`src/rtl/pea_pkg.sv`:
```
// pea_pkg: PE control word layout, idle word and sequencer state type shared by the PE array blocks.
`default_nettype none

package pea_pkg;

  localparam int CTRL_W = 11;

  // Control word layout, MSB first: output(3) op1(3) op2(3) opcode(2).
  localparam int OUT_W = 3;
  localparam int OP1_W = 3;
  localparam int OP2_W = 3;
  localparam int OPC_W = 2;

  localparam int OPC_LSB = 0;
  localparam int OP2_LSB = OPC_LSB + OPC_W;
  localparam int OP1_LSB = OP2_LSB + OP2_W;
  localparam int OUT_LSB = OP1_LSB + OP1_W;

  // An output field of 000 means no writeback, so the all-zero word is harmless.
  localparam logic [CTRL_W-1:0] NOP_CTRL = 11'b000_000_000_00;

  typedef enum logic [0:0] {
    SEQ_IDLE = 1'b0,
    SEQ_RUN  = 1'b1
  } seq_state_t;

  function automatic logic [CTRL_W-1:0] pe_ctrl_pack(
    input logic [OUT_W-1:0] out_f,
    input logic [OP1_W-1:0] op1_f,
    input logic [OP2_W-1:0] op2_f,
    input logic [OPC_W-1:0] opc_f
  );
    logic [CTRL_W-1:0] word;
    word = '0;
    word[OUT_LSB +: OUT_W] = out_f;
    word[OP1_LSB +: OP1_W] = op1_f;
    word[OP2_LSB +: OP2_W] = op2_f;
    word[OPC_LSB +: OPC_W] = opc_f;
    return word;
  endfunction

endpackage

`default_nettype wire

```
`src/rtl/pe_ctrl_sequencer.sv`:
```
// pe_ctrl_sequencer: replays a stored program of PE control words, each held HOLD cycles, with stall and looping.
// Looping over multiple passes is built only when PE_SEQ_LOOP_EN is defined.
`default_nettype none

module pe_ctrl_sequencer
  import pea_pkg::*;
#(
  parameter int DEPTH  = 16,
  parameter int HOLD   = 5,
  parameter int LOOP_W = 8
) (
  input  logic                       clk,
  input  logic                       rst,
  input  logic                       cfg_we_i,
  input  logic [$clog2(DEPTH)-1:0]   cfg_addr_i,
  input  logic [CTRL_W-1:0]          cfg_data_i,
  input  logic                       start_i,
  input  logic [$clog2(DEPTH+1)-1:0] prog_len_i,
  input  logic [LOOP_W-1:0]          loop_cnt_i,
  input  logic                       stall_i,
  output logic [CTRL_W-1:0]          ctrl_o,
  output logic                       ctrl_valid_o,
  output logic                       busy_o,
  output logic                       done_o,
  output logic                       err_o,
  output logic [$clog2(DEPTH)-1:0]   pc_o
);

  localparam int AW = $clog2(DEPTH);
  localparam int LW = $clog2(DEPTH + 1);
  localparam int HW = (HOLD > 1) ? $clog2(HOLD) : 1;

  localparam logic [LW-1:0] LEN_MAX   = LW'(DEPTH);
  localparam logic [HW-1:0] HOLD_LAST = HW'(HOLD - 1);

  logic [CTRL_W-1:0] mem_q [DEPTH];

  seq_state_t        state_q, state_d;
  logic [AW-1:0]     pc_q, pc_d;
  logic [HW-1:0]     hold_q, hold_d;
  logic [AW-1:0]     len_m1_q, len_m1_d;
  logic [CTRL_W-1:0] ctrl_q, ctrl_d;
  logic              done_q, done_d;
  logic              err_q, err_d;
  logic              w_mem_we;
  logic              w_len_ok;
  logic [AW-1:0]     w_pc_inc;

`ifdef PE_SEQ_LOOP_EN
  logic [LOOP_W-1:0] pass_q, pass_d;
  logic [LOOP_W-1:0] loops_q, loops_d;
`else
  logic              w_unused_loop;
  assign w_unused_loop = ^loop_cnt_i;
`endif

  assign w_len_ok = (prog_len_i != '0) && (prog_len_i <= LEN_MAX);
  assign w_pc_inc = pc_q + AW'(1);

  always_comb begin
    state_d  = state_q;
    pc_d     = pc_q;
    hold_d   = hold_q;
    len_m1_d = len_m1_q;
    ctrl_d   = ctrl_q;
    done_d   = 1'b0;
    err_d    = err_q;
    w_mem_we = 1'b0;
`ifdef PE_SEQ_LOOP_EN
    pass_d   = pass_q;
    loops_d  = loops_q;
`endif
    unique case (state_q)
      SEQ_IDLE: begin
        pc_d   = '0;
        ctrl_d = NOP_CTRL;
        if (start_i) begin
          if (w_len_ok) begin
            state_d  = SEQ_RUN;
            hold_d   = '0;
            len_m1_d = AW'(prog_len_i - LW'(1));
            ctrl_d   = mem_q[0];
            err_d    = 1'b0;
`ifdef PE_SEQ_LOOP_EN
            pass_d   = '0;
            loops_d  = loop_cnt_i;
`endif
          end else begin
            err_d = 1'b1;
          end
          // A write colliding with start is dropped and flagged.
          if (cfg_we_i) begin
            err_d = 1'b1;
          end
        end else if (cfg_we_i) begin
          w_mem_we = 1'b1;
        end
      end
      SEQ_RUN: begin
        if (!stall_i) begin
          if (cfg_we_i) begin
            err_d = 1'b1;
          end
          if (hold_q != HOLD_LAST) begin
            hold_d = hold_q + HW'(1);
          end else begin
            hold_d = '0;
            if (pc_q != len_m1_q) begin
              pc_d   = w_pc_inc;
              ctrl_d = mem_q[w_pc_inc];
`ifdef PE_SEQ_LOOP_EN
            end else if (pass_q != loops_q) begin
              pc_d   = '0;
              pass_d = pass_q + LOOP_W'(1);
              ctrl_d = mem_q[0];
`endif
            end else begin
              state_d = SEQ_IDLE;
              pc_d    = '0;
              done_d  = 1'b1;
              ctrl_d  = NOP_CTRL;
            end
          end
        end
      end
      default: begin
        state_d = SEQ_IDLE;
      end
    endcase
  end

  always_ff @(posedge clk) begin
    if (rst) begin
      state_q  <= SEQ_IDLE;
      pc_q     <= '0;
      hold_q   <= '0;
      len_m1_q <= '0;
      ctrl_q   <= NOP_CTRL;
      done_q   <= 1'b0;
      err_q    <= 1'b0;
`ifdef PE_SEQ_LOOP_EN
      pass_q   <= '0;
      loops_q  <= '0;
`endif
    end else begin
      state_q  <= state_d;
      pc_q     <= pc_d;
      hold_q   <= hold_d;
      len_m1_q <= len_m1_d;
      ctrl_q   <= ctrl_d;
      done_q   <= done_d;
      err_q    <= err_d;
`ifdef PE_SEQ_LOOP_EN
      pass_q   <= pass_d;
      loops_q  <= loops_d;
`endif
    end
  end

  // Program memory is deliberately outside reset so a program survives a reset.
  always_ff @(posedge clk) begin
    if (!rst && w_mem_we) begin
      mem_q[cfg_addr_i] <= cfg_data_i;
    end
  end

  assign ctrl_o       = ctrl_q;
  assign ctrl_valid_o = (state_q == SEQ_RUN);
  assign busy_o       = (state_q == SEQ_RUN);
  assign done_o       = done_q;
  assign err_o        = err_q;
  assign pc_o         = pc_q;

endmodule

`default_nettype wire

```
`config.mk`:
```
export PLATFORM = sky130hd
export DESIGN_NAME = pe_ctrl_sequencer
export DESIGN_NICKNAME = d
export VERILOG_FILES = /design/src/rtl/pea_pkg.sv /design/src/rtl/pe_ctrl_sequencer.sv
export SDC_FILE = /design/constraint.sdc
export NUM_CORES = 1
export LEC_CHECK = 0
export CAP_MARGIN = 25
export CORE_ASPECT_RATIO = 0.6
export CORE_MARGIN = 2
export CORE_UTILIZATION = 35
export CTS_CLUSTER_SIZE = 20
export DETAILED_ROUTE_END_ITERATION = 10
export GPL_ROUTABILITY_DRIVEN = 0
export PLACE_DENSITY_LB_ADDON = 0.05
export SYNTH_ARGS = -nofsm -noshare
export SYNTH_HDL_FRONTEND = slang
export SYNTH_SLANG_ARGS = --single-unit
```
`constraint.sdc`:
```
create_clock -name clk -period 3.2 [get_ports clk]
set_clock_uncertainty 0.2 [all_clocks]
set_input_delay 0.8 -clock clk [delete_from_list [all_inputs] [get_ports clk]]
set_output_delay 0.8 -clock clk [all_outputs]
set_load 0.05 [all_outputs]
```
==> out/results.txt, run 1 <==
No sink is reached through more buffers than the 3 on the longest clock path. TritonCTS built the clock tree. The period utilization was 90.7%; the standard-cell row count was 43. Broken down by cell family, the worst path's largest delay share belongs to buffers and inverters. After detailed routing, the number of vias per cell comes to 5.06. The number of sinks driven by the clock tree came out at 201. Library cell occupying the most area in the post-synthesis netlist: sky130_fd_sc_hd__edfxtp_1. The run gives 0 as the residual antenna-violating net count after detailed routing. Register-to-register setup slack: 630 ps.

After synthesis, the netlist uses 38 different library cells. The top-area cell type share of the netlist area is 64.3%. In this run the power density over the cells is 559 nW/um2. The share of the synthesized area in compound gates (AO/OA/AOI/OAI) was 4.05%; the post-layout total power was 0.00563 W. After synthesis, the mean cell area works out to 17.3 um2. The summed instance area of the synthesized netlist was 8220 um2. In the synthesized netlist, mux cells make up 16.6% of the area. Gates resized during post-CTS repair numbered 0. The logs give 475 for the synthesized instance count and 28,700 um for the wire length of the first global-routing pass.

The cell sitting at the root of the clock tree is a sky130_fd_sc_hd__clkbuf_16. From synthesis to final layout, the design area changed by 22.4%. The signal on the critical path passes through clkdlybuf4s50_1. The tools report the number of nets in the synthesized netlist as 512. The core region is 23,100 um2. After the last flow step, the layout net total stands at 585.

Summing all placed instances gives a cell area of 9370 um2. The tools report the end point of the most critical hold path as ctrl_o[0]$_SDFFE_PP0P_. The tools report the final sum of negative setup slack as 0 ps.

The highest ir drop seen on vdd was 0.326 mV; the horizontal die dimension was 202 um. For this configuration, the core starts out at a cell density of 35.6%. Final design utilization: 43.6%. For this run, asynchronously set or reset flops after synthesis account for 0%. The initial antenna violation count is 0, and the transition time at the pin with the least slew margin is 709 ps.

The total number of vias was 4,443; the xor and xnor area share after synthesis was 1.17%. Along the worst hold path, the cell count comes to 2. For the maximum level of the CTS H-tree, the log shows 1.

The area share of fa/ha/maj cells after synthesis came out at 0.609%. TritonCTS created 21 clock buffers. After detailed routing, the average wire length per cell comes to 21.8 um.

Synthesis inferred 201 register bits. The number of cells on the worst reg-to-reg path is 6. The number of warning messages in the yosys log was 0; the leakage power figure was 3.14 nW. The final critical path time including I/O delays and setup works out to 2900 ps. For the worst setup path, the data required time is 2200 ps. The number of max-cap violations is 0. STA classifies the critical path startpoint as a register.

The post-CTS setup-driven buffer insertion count was 0. The top cell types in the final layout, fill and taps aside, are sky130_fd_sc_hd__edfxtp_1, sky130_fd_sc_hd__mux2_2, sky130_fd_sc_hd__clkdlybuf4s50_1. For the overflow left after global routing, the log shows 0. After detailed routing, the number of remaining DRC violations is 0. The via count of the first global-routing pass was 4,742; the count of buffers inserted at the top-level ports was 43. The maximum number of pins on one net before global-route repair is 32, and the peak fanout along the critical path is 12.

0 antenna diodes ended up in the layout. Detailed placement finished with a half-perimeter wire length of 12,600 um. Setup repair after global routing left no endpoint under its margin. The number of enable flip-flop cells after synthesis came out at 176. The die outline area is 24,800 um2.

The kind of critical path was register to output pin. The total I/O pin count is 52. For this run, the slowest stage of the critical path takes 880 ps. The tools report the final max-slew violation count as 0.

The worst hold path begins at ctrl_o[0]$_SDFFE_PP0P_. The tools report the number of DRC violations after detailed-routing iteration 0 as 285. In the synthesized netlist the dominant register cell turns out to be sky130_fd_sc_hd__edfxtp_1. The tools report the max-slew headroom at the worst pin as 52.6%. The run gives 1900 ps as the critical path data arrival time. The type of the most critical hold path was register to register. The slowest cell on the critical path is sky130_fd_sc_hd__clkdlybuf4s50_1. The clock-pin slew on the worst setup and hold paths was 60 ps. The buffers plus inverters on the worst setup path works out to 1.

The synthesized netlist devotes 5.10% of its cell area to simple gates. The minimum hold slack came out at 304 ps. The run finished with clean final reports. The worst register-to-register path ends at ctrl_o[10]$_SDFFE_PP0P_. After synthesis, the largest family of logic cells by area is multiplexers.

The layout cell share with drive strength beyond 1 is 28.4%, and the number of hold violations in the final report is 0. Setup violations remaining at the end of the flow were counted as 0. Sequential cells were found to cover 70.3% of the synthesized design area. Leaving out fill and tap cells, the most frequent cell in the layout is sky130_fd_sc_hd__edfxtp_1.

The total track usage is 15.8%. The source-to-sink clock delay at the later pin of the worst-skew pair came out at 500 ps. The hold-fix buffer count after cts was 0.

The startpoint identified for the worst register-to-register timing path is pc_o[1]$_SDFFE_PP0P_. The maximum frequency from static timing analysis was 345 MHz. STA classifies the critical path endpoint as an output pin. The die span in y works out to 123 um.

After synthesis, the cell types taking the most area are sky130_fd_sc_hd__edfxtp_1, sky130_fd_sc_hd__mux4_2, sky130_fd_sc_hd__mux2_2. The final layout contains routed wiring with a total length of 19,100 um. Once layout is done, the placed cells without fillers occupy 10,100 um2. The first TritonRoute pass finished after 4 iterations.
[cells by family (layout without fill, tap and decap cells)]
| kind of cell | count (synthesis) | count (layout) |
|---|---|---|
| compound gates | 47 | 47 |
| xor+xnor | 11 | 11 |
| fa+ha+maj | 4 | 4 |
| buf+inv | 36 | 124 |
| flops | 201 | 201 |
| mux | 90 | 90 |
| simple gates | 86 | 86 |
[area by class of cell]
class | instances | area (um2)
Tap cell | 315 | 394
Inverter | 7 | 26.3
Sequential cell | 201 | 5790
Fill cell | 2011 | 13000
Clock buffer | 26 | 554
Multi-Input combinational cell | 238 | 2300
Timing Repair Buffer | 79 | 861
Clock inverter | 12 | 140
[stage by stage]
| stage | worst slack, ps | instances |
|---|---|---|
| 6_report | 298 | 878 |
| 5_1_grt | 206 | 878 |
| 4_1_cts | 250 | 878 |
| 3_5_place_dp | -191 | 840 |
| 3_3_place_gp | -180 | 840 |
| 2_1_floorplan | 2.75 | 475 |
[synth_stat cells (2+ instances only)]
library cell               count
sky130_fd_sc_hd__a311oi_1     12
sky130_fd_sc_hd__dfxtp_1      25
sky130_fd_sc_hd__a21oi_1      11
sky130_fd_sc_hd__clkbuf_1     15
sky130_fd_sc_hd__a31oi_1      12
sky130_fd_sc_hd__xnor2_1       8
sky130_fd_sc_hd__nor2b_1       2
sky130_fd_sc_hd__nand3_1      25
sky130_fd_sc_hd__buf_4         4
sky130_fd_sc_hd__buf_2         8
sky130_fd_sc_hd__xor2_1        3
sky130_fd_sc_hd__nand2_1       8
sky130_fd_sc_hd__nand4_1       3
sky130_fd_sc_hd__inv_1         7
sky130_fd_sc_hd__o211ai_1      2
sky130_fd_sc_hd__edfxtp_1    176
sky130_fd_sc_hd__ha_1          4
sky130_fd_sc_hd__mux2_2       50
sky130_fd_sc_hd__nor3_1        7
sky130_fd_sc_hd__mux4_2       32
sky130_fd_sc_hd__nand2b_1      3
sky130_fd_sc_hd__a211oi_1      5
sky130_fd_sc_hd__mux2i_1       8
sky130_fd_sc_hd__nand3b_1      3
sky130_fd_sc_hd__nor2_1       29
[metal layers]
metal	track usage [%]	share of wire, %	vias to the layer above
li1	-	-	2048
met1	22.5	48	2246
met2	25.3	45	121
met3	2.73	6.0	28
met4	3.91	1.7	0
met5	0	0	-
[worst max-delay path by stage]
stage / start / endpoint / slack [ps] / cells after the start
after floorplan: rst / mem_q[3][0]$_DFFE_PP_ / 3 / 5
after CTS: busy_o$_SDFF_PP0_ / busy_o / 250 / 1
after detailed placement: cfg_we_i / mem_q[8][9]$_DFFE_PP_ / -190 / 5
after global placement: cfg_we_i / mem_q[4][9]$_DFFE_PP_ / -180 / 5
after global routing: busy_o$_SDFF_PP0_ / ctrl_valid_o / 210 / 1
final: busy_o$_SDFF_PP0_ / busy_o / 300 / 1
[registers in the layout, indices dropped and copies added (netlist names)]
register,flops
mem_q,176
ctrl_o,11
len_m1_q,4
pc_o,4
hold_q,3
busy_o,1
done_o,1
err_o,1
[where the power goes]
group	internal [W]	total (W)	switching [W]	leakage (nW)
sequential	0.00287	0.00289	0.0000170	1.79
combinational	0.0000959	0.000275	0.000179	1.01
clock	0.00148	0.00246	0.000986	0.344
[worst reg2reg max path, delay by kind of cell, from the launching register on]
| family | cells | cell delay [ps] |
|---|---|---|
| compound gates | 1 | 100 |
| mux | 2 | 830 |
| flops | 1 | 380 |
| buf+inv | 1 | 300 |
| fa+ha+maj | 1 | 520 |
| simple gates | 1 | 110 |
(Power assumes the default switching activity.)
==> run 2, diff against run 1 <==
CELL_PAD_IN_SITES_DETAIL_PLACEMENT = 1   (was default)
CELL_PAD_IN_SITES_GLOBAL_PLACEMENT = 2   (was default)
==> run 2 against run 1 <==
Core utilization is 0.33 points lower. Count of clock-buffer cells in the layout shrank 2. First-iteration DRC count decreased by 19%. Hold slack improved by 7.7 ps. Wire length rose by 4.8%. Sequential power hardly changed. Setup slack got worse by 35 ps. Cell count decreased by 0.23%. Die area unchanged. Critical path type is now input pin to register. Critical endpoint is now mem_q[4][2]$_DFFE_PP_. Largest cell class unchanged. Highest routed layer unchanged.
==> out/results.txt, run 2 (synthesis gave the netlist of run 1 again) <==
The worst-case IR drop observed on VDD is 0.363 mV. The run gives 0 as the overflow left after global routing. The analysis attributes to cell leakage a power of 3.11 nW. The min-delay analysis places its worst path in the category register to register. After clock tree synthesis, the clock-pin slew on the worst setup and hold paths is 60 ps. Setup violations remaining at the end of the flow were counted as 0. For the final sum of negative setup slack, the log shows 0 ps.

For this run, the top clock speed supported by timing is 340 MHz. For the final worst slack, the log shows 263 ps. Leaving out fill and tap cells, the most frequent cell in the layout is sky130_fd_sc_hd__edfxtp_1. The starting utilization of the core area was 35.6%. mem_q holds more flip-flops than any other register. Buffers placed on the I/O ports in this run total 43.

Gates resized during post-CTS repair numbered 0. The tools report the die outline area as 24,800 um2. The peak fanout along the critical path works out to 7. The tools report the via count of the first global-routing pass as 4,814. The worst setup path is launched from an input pin. Max-cap violations in this run came to 0. The clock passes through at most 3 buffers. The length in cells of the worst reg-to-reg path was 6. The area added between synthesis and finish came out at 21.5%. The wire length per cell after detailed routing came out at 22.9 um. Using the TritonRoute via totals, the vias-per-cell ratio works out to 5.15.

Global routing used 16.7% of the available tracks across all layers. The most used routing layer was met2. The run gives 0 as the hold-fix buffer count after cts. The first global-routing pass estimated 30,800 um of wire. Leaving out fill and tap cells, the most frequent cells in the layout are sky130_fd_sc_hd__edfxtp_1, sky130_fd_sc_hd__mux2_2, sky130_fd_sc_hd__clkdlybuf4s50_1.

The number of buffers and inverters on the critical path is 2. The run finished with clean final reports. The worst hold path passes through 2 cells.

Horizontal die dimension: 202 um. The run gives 2930 ps as the critical path data arrival time. The post-CTS setup-driven buffer insertion count came out at 0. Setup repair after global routing left no endpoint under its margin.

The repair_antennas step left the layout with diodes totalling 0. For this block, the initial DRC count from the detailed router was 230. The standard-cell row count is 43.

The critical path is of the input pin to register type. For the maximum level of the CTS H-tree, the log shows 1. The transition time at the pin with the least slew margin came out at 663 ps. The worst path uses 91.8% of the clock period. The tools report the kind of capture point of the worst setup path as a register.

Of the cells placed in the final design, the portion with a size suffix greater than 1 is 27.8%. The placed instances occupy a cell area of 9350 um2. The detail route stage leaves a number of antenna-violating nets equal to 0. The highest cell delay on the worst timing path was 780 ps; the total number of vias was 4,512.

Counting the fill cells in the layout gives 2,225. Die span in y: 123 um. The power density over the cells is 549 nW/um2.

The slowest cell on the critical path was sky130_fd_sc_hd__or4b_2. Traced cell by cell, the critical path runs through clkdlybuf4s50_1 -> or4b_2 -> or3_1 -> nor2_1 -> buf_4. The minimum hold slack was 312 ps. The number of clock buffers added by TritonCTS is 21. The run gives 0 as the final max-slew violation count. The cell count along the critical path was 5; the placement-stage worst setup slack was -271 ps. The number of search-and-repair iterations in the first detailed-routing pass was 4. The clock reaches the later pin of the worst-skew pair after 490 ps. Global routing consumed, on the met1 layer, 24.4% of the routing resources. Counting every sink on the clock net gives 201. In this design, the largest share of critical-path delay is due to simple AND/OR/NAND/NOR gates.

Initial antenna violation count: 0. STA puts the critical path data required time at 3190 ps. Entering global routing, the biggest net connects 30 pins. The number of hold violations in the final report came out at 0.

TritonCTS built the clock tree. The run gives 13,000 um as the total half-perimeter wirelength after legalization and detailed placement. The final critical path time including I/O delays and setup was 2940 ps. In this run the count of I/O pins placed on the die edge is 52.

The area of the placeable core came out at 23,100 um2. The global-route track usage on met3 came out at 2.95%. After routing the design area is 9990 um2. The met2 track utilization from global routing came out at 26.5%. The run gives 20,000 um as the total wire length after detailed routing. The logs give 586 for the number of nets in the finished design and 55.7% for the max-slew headroom at the worst pin. The register with the most flip-flops in the layout has 176 of them. After detailed routing, the number of remaining DRC violations is 0.

The tools report the clock tree root buffer cell as sky130_fd_sc_hd__clkbuf_16.
==> run 2: cell count changes in the layout (fill, tap and decap cells not counted), sizes merged <==
cell,change
inv,-1
buf,+1
clkbuf,-2
clkinv,+1
bufinv,-1
==> run 2: stage by stage <==
step           util (%)  cells  total power, W
3_5_place_dp       40.5    841         0.00323
5_1_grt            43.3    876         0.00568
3_3_place_gp       40.5    841         0.00322
4_1_cts            43.3    876         0.00556
2_1_floorplan         -    475         0.00308
6_report           43.3    876         0.00548
==> run 2: per-layer routing <==
metal | vias up | part of all wire, %
met5 | - | 0
met2 | 105 | 46
li1 | 2042 | -
met3 | 21 | 5.8
met4 | 0 | 1.3
met1 | 2344 | 47
==> run 2: worst paths after layout <==
kind,end,startpoint,slack (ps)
max reg2reg,ctrl_o[2]$_SDFFE_PP0P_,pc_o[1]$_SDFFE_PP0P_,470
min,ctrl_o[1]$_SDFFE_PP0P_,ctrl_o[1]$_SDFFE_PP0P_,310
max,mem_q[4][2]$_DFFE_PP_,rst,260
min reg2reg,ctrl_o[1]$_SDFFE_PP0P_,ctrl_o[1]$_SDFFE_PP0P_,310
==> run 2: final cells by class <==
type	instances	area, um2	area share [%]
Inverter	7	26.3	0.263
Clock inverter	11	98.8	0.990
Tap cell	315	394	3.95
Timing Repair Buffer	80	843	8.44
Sequential cell	201	5790	57.9
Multi-Input combinational cell	238	2300	23.0
Clock buffer	24	537	5.37
==> run 2: worst register-to-register path, delay by kind of cell (launching register included) <==
kind	cells	cell delay, ps
multiplexers	2	860
adder cells (fa/ha/maj)	1	590
flip-flops	1	390
buffers and inverters	1	360
AO/OA/AOI/OAI	1	110
AND/OR/NAND/NOR	1	100
==> run 2: report_power, final <==
part,internal (W),leakage [nW],switching (W),total (W)
Sequential,0.00287,1.79,0.0000172,0.00289
Combinational,0.0000971,1.01,0.000184,0.000281
Clock,0.00135,0.314,0.000957,0.00231
